File: config.mk
export PLATFORM = sky130hd
export DESIGN_NAME = qoa_lms_predictor
export DESIGN_NICKNAME = d
export VERILOG_FILES = /design/src/rtl/qoa_lms_predictor_pkg.sv /design/src/rtl/qoa_clamp16.sv /design/src/rtl/qoa_lms_predictor.sv
export SDC_FILE = /design/constraint.sdc
export NUM_CORES = 1
export LEC_CHECK = 0
export CORE_MARGIN = 2
export CORE_UTILIZATION = 45
export CTS_BUF_LIST = sky130_fd_sc_hd__clkbuf_4 sky130_fd_sc_hd__clkbuf_8 sky130_fd_sc_hd__clkbuf_16
export CTS_CLUSTER_SIZE = 12
export DETAILED_ROUTE_END_ITERATION = 7
export MAX_ROUTING_LAYER = met4
export PLACE_DENSITY_LB_ADDON = 0.12
export SKIP_LAST_GASP = 1
export SYNTH_ARGS = -nofsm -noshare
export SYNTH_HDL_FRONTEND = slang
export SYNTH_HIERARCHICAL = 1
export SYNTH_SLANG_ARGS = --single-unit
File: constraint.sdc
create_clock -name sys_clk -period 12.7 [get_ports sys_clk]
set_clock_uncertainty 0.05 [all_clocks]
set_input_delay 2.54 -clock sys_clk [delete_from_list [all_inputs] [get_ports sys_clk]]
set_output_delay 2.54 -clock sys_clk [all_outputs]
set_load 0.01 [all_outputs]
File: src/rtl/qoa_lms_predictor_pkg.sv
// Shared constants for the QOA LMS prediction stage: FSM encodings,
// shift amounts, int16 saturation limits and lms_sel decoding.
package qoa_lms_predictor_pkg;

  typedef logic signed [15:0] s16_t;

  localparam logic [2:0] ST_IDLE    = 3'd0;
  localparam logic [2:0] ST_ISSUE   = 3'd1;
  localparam logic [2:0] ST_WAIT    = 3'd2;
  localparam logic [2:0] ST_PREDICT = 3'd3;
  localparam logic [2:0] ST_UPDATE  = 3'd4;

  localparam int LMS_SHIFT   = 13;
  localparam int DELTA_SHIFT = 4;

  localparam s16_t INT16_MAX = 16'sh7FFF;
  localparam s16_t INT16_MIN = 16'sh8000;

  // lms_sel[2] picks weights over history; lms_sel[1:0] is the tap index
  localparam int SEL_WEIGHT_BIT = 2;

endpackage

File: src/rtl/qoa_clamp16.sv
// Combinational signed saturation of a wide value to int16.
module qoa_clamp16
  import qoa_lms_predictor_pkg::*;
#(
  parameter int IN_W = 35
) (
  input  logic signed [IN_W-1:0] din_i,
  output logic signed [15:0]     dout_o
);

  localparam logic signed [IN_W-1:0] MAX_W = {{(IN_W-16){1'b0}}, INT16_MAX};
  localparam logic signed [IN_W-1:0] MIN_W = {{(IN_W-16){1'b1}}, INT16_MIN};

  always_comb begin
    if (din_i > MAX_W)
      dout_o = INT16_MAX;
    else if (din_i < MIN_W)
      dout_o = INT16_MIN;
    else
      dout_o = din_i[15:0];
  end

endmodule

File: src/rtl/qoa_lms_predictor.sv
// QOA LMS predictor: four products through a shared external multiplier,
// residual add with int16 clamp, then LMS weight update and history shift.
//
// state      | meaning
// IDLE       | accept lms_load writes or a start request
// ISSUE      | present history[idx]/weights[idx], pulse mul_start
// WAIT       | hold operands until mul_finished, accumulate product
// PREDICT    | sample <= clamp((acc >>> 13) + residual)
// UPDATE     | valid pulse, weight update, history shift
module qoa_lms_predictor
  import qoa_lms_predictor_pkg::*;
#(
  parameter int ACC_W = 34
) (
  input  logic               sys_clk,
  input  logic               sys_rst_n,
  input  logic               start,
  input  logic signed [31:0] residual,
  input  logic               lms_load,
  input  logic [2:0]         lms_sel,
  input  logic signed [15:0] lms_data,
  output logic               busy,
  output logic               valid,
  output logic signed [15:0] sample,
  output logic               mul_start,
  output logic signed [15:0] mul_a,
  output logic signed [15:0] mul_b,
  input  logic signed [31:0] mul_result,
  input  logic               mul_finished
);

  localparam int SUM_W = ACC_W + 1;

  logic [2:0]              state_q, state_d;
  logic [1:0]              idx_q, idx_d;
  logic signed [ACC_W-1:0] acc_q, acc_d;
  logic signed [31:0]      res_q, res_d;
  s16_t                    sample_q, sample_d;
  s16_t                    hist_q [4];
  s16_t                    hist_d [4];
  s16_t                    wgt_q  [4];
  s16_t                    wgt_d  [4];

  logic signed [SUM_W-1:0] sum;
  s16_t                    clamped;
  s16_t                    delta;
  logic                    op_phase;

  assign sum   = SUM_W'(acc_q >>> LMS_SHIFT) + SUM_W'(res_q);
  assign delta = 16'(res_q >>> DELTA_SHIFT);

  qoa_clamp16 #(.IN_W(SUM_W)) u_clamp (
    .din_i  (sum),
    .dout_o (clamped)
  );

  always_comb begin
    state_d  = state_q;
    idx_d    = idx_q;
    acc_d    = acc_q;
    res_d    = res_q;
    sample_d = sample_q;
    hist_d   = hist_q;
    wgt_d    = wgt_q;
    case (state_q)
      ST_IDLE: begin
        // a coincident load wins and the start request is dropped
        if (lms_load) begin
          if (lms_sel[SEL_WEIGHT_BIT])
            wgt_d[lms_sel[1:0]] = lms_data;
          else
            hist_d[lms_sel[1:0]] = lms_data;
        end else if (start) begin
          res_d   = residual;
          acc_d   = '0;
          idx_d   = '0;
          state_d = ST_ISSUE;
        end
      end
      ST_ISSUE: state_d = ST_WAIT;
      ST_WAIT: begin
        if (mul_finished) begin
          acc_d   = acc_q + ACC_W'(mul_result);
          idx_d   = idx_q + 2'd1;
          state_d = (idx_q == 2'd3) ? ST_PREDICT : ST_ISSUE;
        end
      end
      ST_PREDICT: begin
        sample_d = clamped;
        state_d  = ST_UPDATE;
      end
      ST_UPDATE: begin
        for (int i = 0; i < 4; i++)
          wgt_d[i] = hist_q[i][15] ? (wgt_q[i] - delta) : (wgt_q[i] + delta);
        hist_d[0] = hist_q[1];
        hist_d[1] = hist_q[2];
        hist_d[2] = hist_q[3];
        hist_d[3] = sample_q;
        state_d   = ST_IDLE;
      end
      default: state_d = ST_IDLE;
    endcase
  end

  always_ff @(posedge sys_clk) begin
    if (!sys_rst_n) begin
      state_q  <= ST_IDLE;
      idx_q    <= '0;
      acc_q    <= '0;
      res_q    <= '0;
      sample_q <= '0;
      hist_q   <= '{default: '0};
      wgt_q    <= '{default: '0};
    end else begin
      state_q  <= state_d;
      idx_q    <= idx_d;
      acc_q    <= acc_d;
      res_q    <= res_d;
      sample_q <= sample_d;
      hist_q   <= hist_d;
      wgt_q    <= wgt_d;
    end
  end

  // operands come straight from the state arrays, which cannot change in WAIT
  assign op_phase  = (state_q == ST_ISSUE) || (state_q == ST_WAIT);
  assign mul_a     = op_phase ? hist_q[idx_q] : 16'sd0;
  assign mul_b     = op_phase ? wgt_q[idx_q]  : 16'sd0;
  assign mul_start = (state_q == ST_ISSUE);
  assign busy      = (state_q != ST_IDLE);
  assign valid     = (state_q == ST_UPDATE);
  assign sample    = sample_q;

endmodule

==> results.ini, run 1 <==
[run_status]
outcome = complete, no violations

[layout]
seqCellArea_um2 = 4307
fin_util_pct = 52.56
area_growth_pct = 15.72
layout-drive-gt1-share_pct = 7.332
fin_nets = 2356
multi_input_area_um2 = 11550
nFillCells = 3488
diodes = 0

[power_and_ir_drop]
switching_share_pct = 32.02
power_leakage_nw = 7.531
combPwrFrac_pct = 27.2
peakVddDrop_v = 0.0001147
power_density_nw_per_um2 = 110.7
p_int_mw = 1.438
total_power_mw = 2.115
p_sw_mw = 0.6771
pwr-share-clk_pct = 38.4
seqPwrFrac_pct = 34.4

[drt]
wirelength_met1_mm = 24.93
route.met2.wl_mm = 23.85
first_pass_iters = 5
top_layer_used = met4
drt-total-wl_mm = 54.08
drt_iter0_drc = 1392
ant_nets = 0
route.vias.total = 15840
met3WireLength_mm = 3.796
post_drt_wl_per_cell_um = 20.62
drc_errors = 0
via_per_inst = 6.038

[min_path]
hp-class = register to register

[synthesis]
synthesis.nets = 2300
ys_seq_area_share_pct = 26.07
synth_area_per_cell_um2 = 7.941
synth_seq_cells = 215
yosysWarnings = 6
synthDistinctLibCells = 77
yosys.area.top_type_share_pct = 26.07
synth_ff_type = dfxtp_1
async_flop_share_pct = 0
synth_edf_count = 0
synth_cells = 2079
synthTopCellsByCount = a21oi_1 (226), dfxtp_1 (215), o21ai_0 (212)
yosysTopAreaCell = dfxtp_1
syn_area_um2 = 16510
synth_area_leaders = dfxtp_1 (26%), ha_1 (9.6%), a21oi_1 (6.9%)
yosysMostFrequentCell = a21oi_1

[timing]
fin_crit_sh_pct = 43.94
setup_violations = 0
finalHoldViolations = 0
max-slew-margin-rel_pct = 16.65
worst_hold_slack_ns = 0.4157
rsz0062_at_grt = no
drv_slew = 0
fin_crit_ns = 5.580
worst_slew_pin_slew_ns = 1.247
worst_slack_ns = 7.120
fmax_mhz = 179.2
fin_tns_setup_ns = 0

[global_routing]
track_usage_pct = 28.41
grt_pass1_vias = 15100
grt_start_max_net_pins = 94
grt_antenna_before_repair = 1
grt_pass1_wl_mm = 84.17
overflow = 0

[job]
maxCapViolCount = 0

[critical_path]
critPathLaunchType = register
crit_fanout = 18
path_cells = buf_4, mux4_2, nor2b_1, clkdlybuf4s50_1
required_ns = 10.11
critical-path-slowest-cell = dfxtp_2
max_stage_delay_ns = 0.70
crit_path_end_kind = primary output
cp.arrival_ns = 2.99
crit_type = register to primary output

[clock_tree]
cts_hold_buffers = 0
cts.clk_slew.worst_paths_ns = 0.06
cts_setup_buffers = 0
clock_sinks = 215
cts_tree = done
numCtsBuffers = 27
cts.root.buffer_cell = clkbuf_16
h-tree-depth = 1
cts_resized = 0
clk_path_buf_depth = 3
insertion_delay_ns = 0.54

[floorplan]
initial_core_util_pct = 45.42
coreArea_um2 = 36350
die_w_um = 195.5
die_area_um2 = 38230
ios = 139
rows = 70
die_h_um = 195.5

[place]
place_ws_ns = 6.793
port_buffers = 138
hpwl_mm = 38.13
routabilityCongestion = 0.9158

==> flip-flops by register name, summed over array words and instances (netlist names) <==
| signal | count |
|---|---|
| hist_q | 64 |
| idx_q | 2 |
| acc_q | 34 |
| sample | 16 |
| res_q | 32 |
| wgt_q | 64 |
| state_q | 3 |
==> power by group through the flow <==
| stage | Clock [mW] | Sequential, mW | Combinational (mW) |
|---|---|---|---|
| global route | 0.854 | 0.729 | 0.636 |
| finish | 0.813 | 0.727 | 0.575 |
| floorplan | 0 | 0.723 | 0.430 |
| CTS | 0.827 | 0.726 | 0.567 |
| detailed placement | 0 | 0.741 | 0.562 |
| global placement | 0 | 0.740 | 0.554 |
==> placed cells by master, fill, tap and decap left out, types with 12 or more instances in the layout <==
| master | synthesis | layout |
|---|---|---|
| a21o_1 | 52 | 52 |
| nor2b_1 | 55 | 55 |
| o21a_1 | 14 | 13 |
| o21bai_1 | 21 | 21 |
| xnor2_1 | 112 | 112 |
| clkdlybuf4s50_1 | 0 | 137 |
| buf_4 | 1 | 27 |
| a31oi_1 | 12 | 12 |
| mux4_2 | 32 | 32 |
| and2_1 | 20 | 20 |
| o22ai_1 | 48 | 48 |
| inv_1 | 42 | 41 |
| or3_1 | 52 | 52 |
| dfxtp_1 | 215 | 213 |
| a21oi_1 | 226 | 223 |
| o21ai_0 | 212 | 212 |
| nor3_1 | 35 | 33 |
| a21boi_0 | 60 | 60 |
| o221ai_1 | 27 | 27 |
| ha_1 | 127 | 127 |
| nand2_1 | 182 | 181 |
| nand3_1 | 53 | 52 |
| xor2_1 | 44 | 44 |
| nand2b_1 | 17 | 17 |
| clkbuf_16 | 0 | 27 |
| nor2_1 | 126 | 126 |
==> per-layer routing <==
metal  track usage, %  up-vias
met3            3.938       88
met4            8.142        0
met1            38.87     7505
li1                 -     7690
met2            43.76      555
met5                -        -
==> stage by stage <==
step	cells	instance area, um^2
after floorplan	2079	16510
after CTS	2623	19100
after global placement	2574	18180
after detailed placement	2574	18180
after global routing	2623	19100
final	2623	19100
==> logic make-up after synthesis <==
logic type / Yosys count / share of synthesized area [%]
AO/OA/AOI/OAI: 757 / 28.24
AND/OR/NAND/NOR: 595 / 17.80
flip-flops: 215 / 26.07
XOR/XNOR: 156 / 8.276
buffers and inverters: 179 / 4.146
multiplexers: 44 / 5.108
adder cells (fa/ha/maj): 133 / 10.35
==> cell type report <==
type / count / share of cell area [%]
Sequential cell: 215 / 22.54
Timing Repair Buffer: 164 / 8.239
Clock buffer: 31 / 3.792
Tap cell: 468 / 3.065
Inverter: 42 / 0.8253
Clock inverter: 18 / 1.048
Multi-Input combinational cell: 1685 / 60.49
==> final timing paths <==
| check | slack [ns] | endpoint | cells past startpoint | start |
|---|---|---|---|---|
| worst max-delay path | 7.12 | mul_a[3] | 4 | idx_q[0] |
| worst max register to register | 7.77 | wgt_q[15] | 15 | res_q[4] |
| worst min register to register | 0.42 | res_q[26] | 2 | res_q[26] |
| worst min-delay path | 0.42 | res_q[26] | 2 | res_q[26] |
==> worst max-delay path: cells and delay by family, from the launching register on <==
| kind | cells | cell delay, ns |
|---|---|---|
| buffers and inverters | 2 | 0.96 |
| DFF | 1 | 0.70 |
| muxes | 1 | 0.59 |
| and+or+nand+nor | 1 | 0.15 |
Note: power is estimated with default switching activity, not from simulation.
==> inputs of run 2 (changes only) <==
==> constraint.sdc (replaced) <==
create_clock -name sys_clk -period 5.6 [get_ports sys_clk]
set_clock_uncertainty 0.05 [all_clocks]
set_input_delay 1.12 -clock sys_clk [delete_from_list [all_inputs] [get_ports sys_clk]]
set_output_delay 1.12 -clock sys_clk [all_outputs]
set_load 0.01 [all_outputs]
==> run 2 against run 1 <==
Highest routed layer unchanged; worst hold slack better by 0.0034 ns; power rose by 120%; die area unchanged; combinational power increased by 130%; first-iteration DRC count shrank 9.4%; largest power group unchanged; critical path type is now register to register; sequential power grew 130%; non-clock buffer count up 4; flip-flop and latch count unchanged.
==> results.ini, run 2 (synthesized netlist as in run 1, its figures left out) <==
[run_status]
outcome = complete, no violations

[global_routing]
track_usage_pct = 28.95  ; +0.54 points
grt_pass1_vias = 15080  ; -0.093%
overflow = 0  ; unchanged
grt_antenna_before_repair = 0  ; -1
grt_start_max_net_pins = 134  ; +43%
grt_pass1_wl_mm = 86.02  ; +2.2%

[clock_tree]
cts_setup_buffers = 0  ; unchanged
cts_hold_buffers = 0  ; unchanged
cts_tree = done
h-tree-depth = 1  ; unchanged
numCtsBuffers = 27  ; unchanged
insertion_delay_ns = 0.57  ; +0.03 ns
cts.clk_slew.worst_paths_ns = 0.06  ; about the same
cts_resized = 0  ; unchanged
clk_path_buf_depth = 3  ; unchanged
clock_sinks = 215  ; unchanged
cts.root.buffer_cell = clkbuf_16

[layout]
final_common_cell = a21oi_1
reg_top3 = hist_q (64), wgt_q (64), acc_q (34)
diodes = 0  ; unchanged
layout-drive-gt1-share_pct = 7.282  ; -0.050 points
layout_common_cells = a21oi_1 (225), dfxtp_1 (213), o21ai_0 (212), nand2_1 (181), clkdlybuf4s50_1 (137)
fin_util_pct = 52.49  ; -0.065 points
fin_nets = 2360  ; +0.17%
area_growth_pct = 15.57

[timing]
fin_crit_ns = 4.658
fin_tns_setup_ns = 0  ; unchanged
fmax_mhz = 214.7
finalHoldViolations = 0  ; unchanged
fin_crit_sh_pct = 83.19
drv_slew = 0  ; unchanged
worst_slew_pin_slew_ns = 1.258  ; +0.01120 ns
rsz0062_at_grt = no
max-slew-margin-rel_pct = 16.13  ; -0.51 points
setup_violations = 0  ; unchanged

[power_and_ir_drop]
power_leakage_nw = 7.540  ; +0.11%
total_power_mw = 4.701  ; +120%
peakVddDrop_v = 0.0002151  ; +87%
power_density_nw_per_um2 = 246.4  ; +120%

[floorplan]
initial_core_util_pct = 45.42  ; unchanged
die_w_um = 195.5  ; unchanged
ios = 139  ; unchanged
rows = 70  ; unchanged
die_h_um = 195.5  ; unchanged
coreArea_um2 = 36350  ; unchanged
die_area_um2 = 38230  ; unchanged

[drt]
route.vias.total = 15850  ; +0.076%
first_pass_iters = 5  ; unchanged
ant_nets = 0  ; unchanged
via_per_inst = 6.040  ; about the same
drt-total-wl_mm = 54.20  ; +0.21%
post_drt_wl_per_cell_um = 20.65  ; +0.18%
drc_errors = 0  ; unchanged
drt_iter0_drc = 1261  ; -9.4%

[place]
port_buffers = 138  ; unchanged
routabilityCongestion = 0.9452  ; +3.2%
hpwl_mm = 38.83  ; +1.9%

[critical_path]
crit_fanout = 15  ; -3
required_ns = 6.03  ; -4.08 ns
crit_type = register to register
crit_path_end_kind = register
critPathLaunchType = register
cp.arrival_ns = 5.09  ; +2.10 ns

[job]
maxCapViolCount = 0  ; unchanged

[min_path]
hp-class = register to register

## run 2: worst paths after layout
check	end	depth (start not counted)	slack, ns	startpoint
worst max-delay path	sample[1]	17	0.94	acc_q[13]
worst max register to register	sample[1]	17	0.94	acc_q[13]
worst min-delay path	res_q[28]	2	0.42	res_q[28]
worst min register to register	res_q[28]	2	0.42	res_q[28]
## run 2: metrics by stage
| step | std cells | setup slack (ns) | instance area (um^2) | hold WS, ns |
|---|---|---|---|---|
| 2_1_floorplan | 2079 | 1.618 | 16510 | 0.3972 |
| 3_3_place_gp | 2578 | 1.094 | 18210 | 0.4085 |
| 3_5_place_dp | 2578 | 1.020 | 18210 | 0.4170 |
| 4_1_cts | 2624 | 0.9778 | 19080 | 0.4249 |
| 5_1_grt | 2624 | 0.5383 | 19080 | 0.4495 |
| 6_report | 2624 | 0.9415 | 19080 | 0.4191 |
## run 2: routing by layer
layer | routed length [um] | vias to the layer above | part of all wire [%] | track usage (%)
li1 | - | 7699 | - | -
met1 | 25640 | 7527 | 47 | 40.83
met2 | 23500 | 558 | 43 | 43.37
met3 | 3728 | 66 | 6.9 | 4.145
met4 | 1333 | 0 | 2.5 | 7.520
met5 | 0 | - | 0 | -
## run 2: cell type report
type / instances / area (um^2)
inverter: 42 / 157.7
tap: 468 / 585.6
clock inverter: 8 / 82.58
fill: 3461 / 17270
sequential: 215 / 4307
clock buffer: 38 / 783.3
multi-input combinational: 1685 / 11550
timing repair buffer: 168 / 1617
## run 2: critical path, cell delays in order, from the launching register on
cell and delay (ns):
dfxtp_1 0.33, ha_1 0.23, fa_1 0.41, a21o_1 0.17, a21oi_1 0.26, o21a_1 0.19
nor3b_1 0.07, o21a_1 0.19, o41ai_1 0.56, o311ai_0 0.23, a21oi_1 0.21, xnor2_1 0.16
nand4_1 0.13, or4_4 0.55, o21ai_4 0.40, a21o_2 0.20, nand2_1 0.04, a21boi_0 0.19
## run 2: report_power, final
part	internal, mW	leakage [nW]	switching, mW	total (mW)
registers	1.58	1.74	0.0657	1.65
logic	0.575	5.36	0.738	1.31
clock network	1.02	0.437	0.724	1.74
==> variant 1: new RTL, settings of run 1 <==
Set the parameter `ACC_W` to 68 (it was 34).
--- a/src/rtl/qoa_lms_predictor.sv
+++ b/src/rtl/qoa_lms_predictor.sv
@@ -12,3 +12,3 @@
 #(
-  parameter int ACC_W = 34
+  parameter int ACC_W = 68
 ) (
Check against the original RTL: same outputs for any inputs over 4 cycles, from zero or initial values and one cycle with sys_rst_n low; that may be too few to reach the edited logic, so the function may still have changed.
==> variant 1 against run 1 <==
- total power rose by 17%
- routed wire length increased by 34%
- sequential power rose by 16%
- design area up 28%
- first-iteration DRC count grew 20%
- synthesized area rose by 31%
- worst hold slack improved by 0.0018 ns
- sequential cell count up 34
- worst setup slack got worse by 0.60 ns
- fmax is 9.7% lower
==> variant 1: results (changes against run 1) <==
outcome:
  outcome: "finished clean"
clocking:
  cts-buffers-inserted: 34  # +26%
  clk_pin_slew_ns: 0.06  # about the same
  ctsLongestPathBuffers: 3  # unchanged
  cts_setup_buffers: 0  # unchanged
  post_cts_resize_count: 0  # unchanged
  clock_insertion_delay_worst_skew_ns: 0.56  # +0.02 ns
  cts_root_buffer: "clkbuf_16"
  cts-htree-levels: 2  # +1
synth:
  netlist_top_cells_count: "a21oi_1 (274), o21ai_0 (255), nand2_1 (251)"
  synthArstFlopShare_pct: 0  # unchanged
  synth_sequential_area_ratio_pct: 23.1  # -3.0 points
  synth.area.top_cells: "dfxtp_1 (23%), ha_1 (11%), a21oi_1 (6.4%)"
  netlist-cell-type-count: 85  # +10%
  yosys_warnings: 6  # unchanged
grt:
  grt_first_pass_wirelength_um: 114000  # +35%
  global_route.usage.total_pct: 29.4  # +1.0 points
  grt_antenna_before_repair: 2  # +1
  via_count_of_the_first_global_routing_pass: 20500  # +36%
  grt_start_max_net_pins: 90  # -4.3%
worst_setup_path:
  timing.critical_path.max_delay_family: "compound AO/OA/AOI/OAI gates"
  worstPathArrival_ns: 6.57  # +3.58 ns
  timing.critical_path.slowest_stage_cell: "a2111oi_1"
  path_max_fanout: 4  # -14
  critical-path-max-stage-delay_ns: 0.98  # +0.28 ns
detailed_routing:
  dr.first_iter.drc_count: 1673  # +20%
  routed_wirelength_um: 72700  # +34%
  via_cell_ratio: 6.17  # +2.2%
  drt_first_pass_iters: 6  # +1
power_and_ir_drop:
  vdd_drop_max_uv: 82.9  # -28%
  power.net_switching_uw: 796  # +18%
  power.leakage_nw: 10.2  # +36%
placement:
  place.detailed.hpwl_um: 53500  # +40%
  io_buffers: 138  # unchanged
  placed_area_um2: 23300  # +28%
  gp_routability_congestion: 0.925  # +0.96%
timing:
  timing_worst_slew_pin_value_ns: 1.21  # -0.0343 ns
hold_path:
  hold_path.class: "flop to flop"
final_layout:
  final_net_count: 3107  # +32%
  top_regs: "acc_q (68), hist_q (64), wgt_q (64)"
  nFillCells: 4634  # +33%
  drive_gt1_share_pct: 5.82  # -1.5 points
[variant 1: final timing paths]
path | start | endpoint | slack, ns | cells past startpoint
setup / recovery | mul_result[0] | acc_q[66]$_SDFFE_PN0P_ | 6.52 | 14
hold reg to reg | res_q[0]$_SDFFE_PN0P_ | res_q[0]$_SDFFE_PN0P_ | 0.42 | 2
hold / removal | res_q[0]$_SDFFE_PN0P_ | res_q[0]$_SDFFE_PN0P_ | 0.42 | 2
setup reg to reg | res_q[4]$_SDFFE_PN0P_ | sample[3]$_SDFFE_PN0P_ | 6.91 | 18
[variant 1: final cells by class]
type	instances	area [µm²]	area share (%)
diodes	2	5.00	0.0205
clock inverters	13	144	0.589
well taps	615	769	3.15
multi-input cells	2303	15700	64.0
clock buffers	47	1020	4.16
repair buffers	166	1580	6.48
inverters	75	282	1.15
flip-flops and latches	249	4990	20.4
[variant 1: kinds of logic (layout without fill, tap and decap cells)]
group	after synthesis	after routing	synth area share (%)
compound gates	1024	1024	29.8
xor+xnor	203	203	8.24
fa+ha+maj	190	190	11.2
buf+inv	260	301	4.56
flops	249	249	23.1
mux	45	45	3.94
other cells	0	2	0
simple gates	841	841	19.1
[variant 1: worst reg2reg max path: cells and delay by family, from the launching register on]
family,cells,cell delay (ns)
AOI/OAI and AO/OA,10,3.30
and+or+nand+nor,6,1.13
DFF,1,0.66
adders and majority gates,1,0.39
xor gates and xnor gates,1,0.14
[variant 1: stage by stage]
stage	std cells	setup slack (ns)
final	3470	6.52
after global routing	3470	6.22
after CTS	3468	6.51
after detailed placement	3408	5.96
after global placement	3408	5.92
after floorplan	2812	7.24
[variant 1: metal layers]
layer / track usage [%] / wire length [µm] / up-vias
li1: - / - / 10400
met4: 11.4 / 2570 / 0
met2: 49.2 / 34500 / 701
met5: - / 0 / -
met3: 3.60 / 3920 / 157
met1: 36.2 / 31700 / 10200
[variant 1: power by group through the flow]
stage	logic [mW]	clock network, mW	registers, mW
floorplan	0.471	0	0.835
finish	0.628	1.00	0.840
detailed placement	0.619	0	0.856
CTS	0.623	1.02	0.839
global route	0.697	1.05	0.841
global placement	0.607	0	0.855
==> variant 2: new RTL, settings of run 1 <==
Made on the original files. Register the outputs `busy`, `valid`, `mul_start`, `mul_a` and `mul_b`, with the module's reset; this adds one clock of latency there. The other outputs are not delayed to match.
--- a/src/rtl/qoa_lms_predictor.sv
+++ b/src/rtl/qoa_lms_predictor.sv
@@ -126,7 +126,17 @@
   assign op_phase  = (state_q == ST_ISSUE) || (state_q == ST_WAIT);
-  assign mul_a     = op_phase ? hist_q[idx_q] : 16'sd0;
-  assign mul_b     = op_phase ? wgt_q[idx_q]  : 16'sd0;
-  assign mul_start = (state_q == ST_ISSUE);
-  assign busy      = (state_q != ST_IDLE);
-  assign valid     = (state_q == ST_UPDATE);
+  always_ff @(posedge sys_clk) begin
+    if (!sys_rst_n) begin
+      busy      <= '0;
+      valid     <= '0;
+      mul_start <= '0;
+      mul_a     <= '0;
+      mul_b     <= '0;
+    end else begin
+      busy      <= (state_q != ST_IDLE);
+      valid     <= (state_q == ST_UPDATE);
+      mul_start <= (state_q == ST_ISSUE);
+      mul_a     <= op_phase ? hist_q[idx_q] : 16'sd0;
+      mul_b     <= op_phase ? wgt_q[idx_q]  : 16'sd0;
+    end
+  end
   assign sample    = sample_q;
Formal check against the unedited RTL: not equivalent (a bounded check fails within 4 cycles, from zero or initial values and one cycle with sys_rst_n low).
==> variant 2 against run 1 <==
- synthesized area is 2.4% higher
- global-route usage fell by 1.2 points
- die area is 2.4% higher
- count of clock-buffer cells in the layout rose by 10
- sequential cell count up 35
- total power up 9.4%
- critical path depth is 10 higher
- fmax rose by 2.4%
- design area rose by 2.8%
- worst setup slack better by 0.13 ns
- synthesized cell count is 1.4% higher
- combinational power shrank 4.7%
- routed wire length shrank 4.2%
- largest cell class unchanged
==> variant 2: results (changes against run 1) <==
clocking:
  clock_insertion_delay_worst_skew_ns: 0.59  # +0.05 ns
  clk_pin_slew_ns: 0.06  # about the same
  cts-buffers-inserted: 30  # +11%
timing:
  final.setup.tns_ns: 0  # unchanged
  timing_worst_slew_pin_value_ns: 1.13  # -0.115 ns
placement:
  gp_routability_congestion: 0.939  # +2.6%
  placement.setup.worst_slack_ns: 6.64  # -0.150 ns
  placed_area_um2: 18500  # +2.0%
  place.detailed.hpwl_um: 37000  # -2.9%
  dp_cells: 2598  # +0.93%
power_and_ir_drop:
  power.leakage_nw: 7.79  # +3.4%
  vdd_drop_max_uv: 132  # +15%
  report.power.total_mw: 2.31  # +9.4%
  share_seq_of_total_power_pct: 36.2  # +1.8 points
  p_clk_uw: 928  # +14%
  power.switching_fraction_pct: 30.3  # -1.7 points
grt:
  grt_start_max_net_pins: 112  # +19%
  via_count_of_the_first_global_routing_pass: 15000  # -0.71%
  grt_antenna_before_repair: 0  # -1
  global_route.usage.total_pct: 27.2  # -1.2 points
  grt_first_pass_wirelength_um: 82700  # -1.7%
synth:
  synth_compound_area_share_pct: 26.0  # -2.2 points
  yosys.area_share.adder_pct: 10.1  # -0.24 points
  synth_xor_area_share_pct: 8.13  # -0.14 points
  synth.avg_cell_area_um2: 8.02  # +1.0%
  synthArstFlopShare_pct: 0  # unchanged
  synth_sequential_area_ratio_pct: 29.6  # +3.5 points
  synthMuxAreaShare_pct: 4.62  # -0.49 points
  synth.area.top_cells: "dfxtp_1 (30%), ha_1 (9.4%), a21oi_1 (7.9%)"
  mapped_nets: 2329  # +1.3%
  netlist-cell-type-count: 74  # -3.9%
detailed_routing:
  dr.first_iter.drc_count: 1229  # -12%
  drt_first_pass_iters: 5  # unchanged
  via_cell_ratio: 5.95  # -1.4%
  post_drt_wl_per_cell_um: 19.5  # -5.4%
worst_setup_path:
  timing.critical_path.slowest_stage_cell: "clkdlybuf4s50_1"
  critical-path-max-stage-delay_ns: 0.46  # -0.24 ns
  path_max_fanout: 4  # -14
  worstPathArrival_ns: 5.91  # +2.92 ns
final_layout:
  final_net_count: 2385  # +1.2%
  drive_gt1_share_pct: 6.77  # -0.56 points
  post_layout_instance_count_excluding_filler_cells: 2654  # +1.2%
outcome:
  outcome: "finished clean"
## variant 2: cell types whose count changed after synthesis, moves of 14 or more
cell | before | now
o22ai_1 | 48 | 32
dfxtp_1 | 215 | 250
a21oi_1 | 226 | 268
nand2_1 | 182 | 199
a21boi_0 | 60 | 5
nor2_1 | 126 | 146
o21ai_0 | 212 | 198
## variant 2: final cells by class
cell class              instances  area (µm²)
fillers                      3491       17100
multi-input cells            1682       11300
flip-flops and latches        250        5010
repair buffers                161        1550
clock buffers                  41         877
well taps                     468         586
clock inverters                13         196
inverters                      39         146
## variant 2: path summary, 6_finish.rpt
kind                                from  slack [ns]  cells after the start                endpoint
setup reg to reg  acc_q[13]$_SDFFE_PN0P_        7.76                     19  sample[4]$_SDFFE_PN0P_
hold / removal    res_q[23]$_SDFFE_PN0P_        0.41                      2  res_q[23]$_SDFFE_PN0P_
setup / recovery           mul_result[0]        7.25                     14  acc_q[28]$_SDFFE_PN0P_
hold reg to reg   res_q[23]$_SDFFE_PN0P_        0.41                      2  res_q[23]$_SDFFE_PN0P_
## variant 2: kinds of logic after synthesis
family                     after synthesis
DFF                                    250
buffers and inverters                  176
adders and majority gates              133
muxes                                   38
AOI/OAI and AO/OA                      732
and+or+nand+nor                        622
xor gates and xnor gates               157
## variant 2: worst max-delay path, delay by kind of cell
kind / cells / cell delay, ns
adders and majority gates: 2 / 0.55
and+or+nand+nor: 1 / 0.15
buffers and inverters: 2 / 0.51
xor gates and xnor gates: 1 / 0.16
AOI/OAI and AO/OA: 8 / 1.99
## variant 2: layer usage
layer,global-route usage [%],up-vias,part of all wire (%)
li1,-,7743,-
met1,37.7,7447,46
met2,42.5,529,45
met3,2.73,79,6.8
met4,6.91,0,2.5
met5,-,-,0
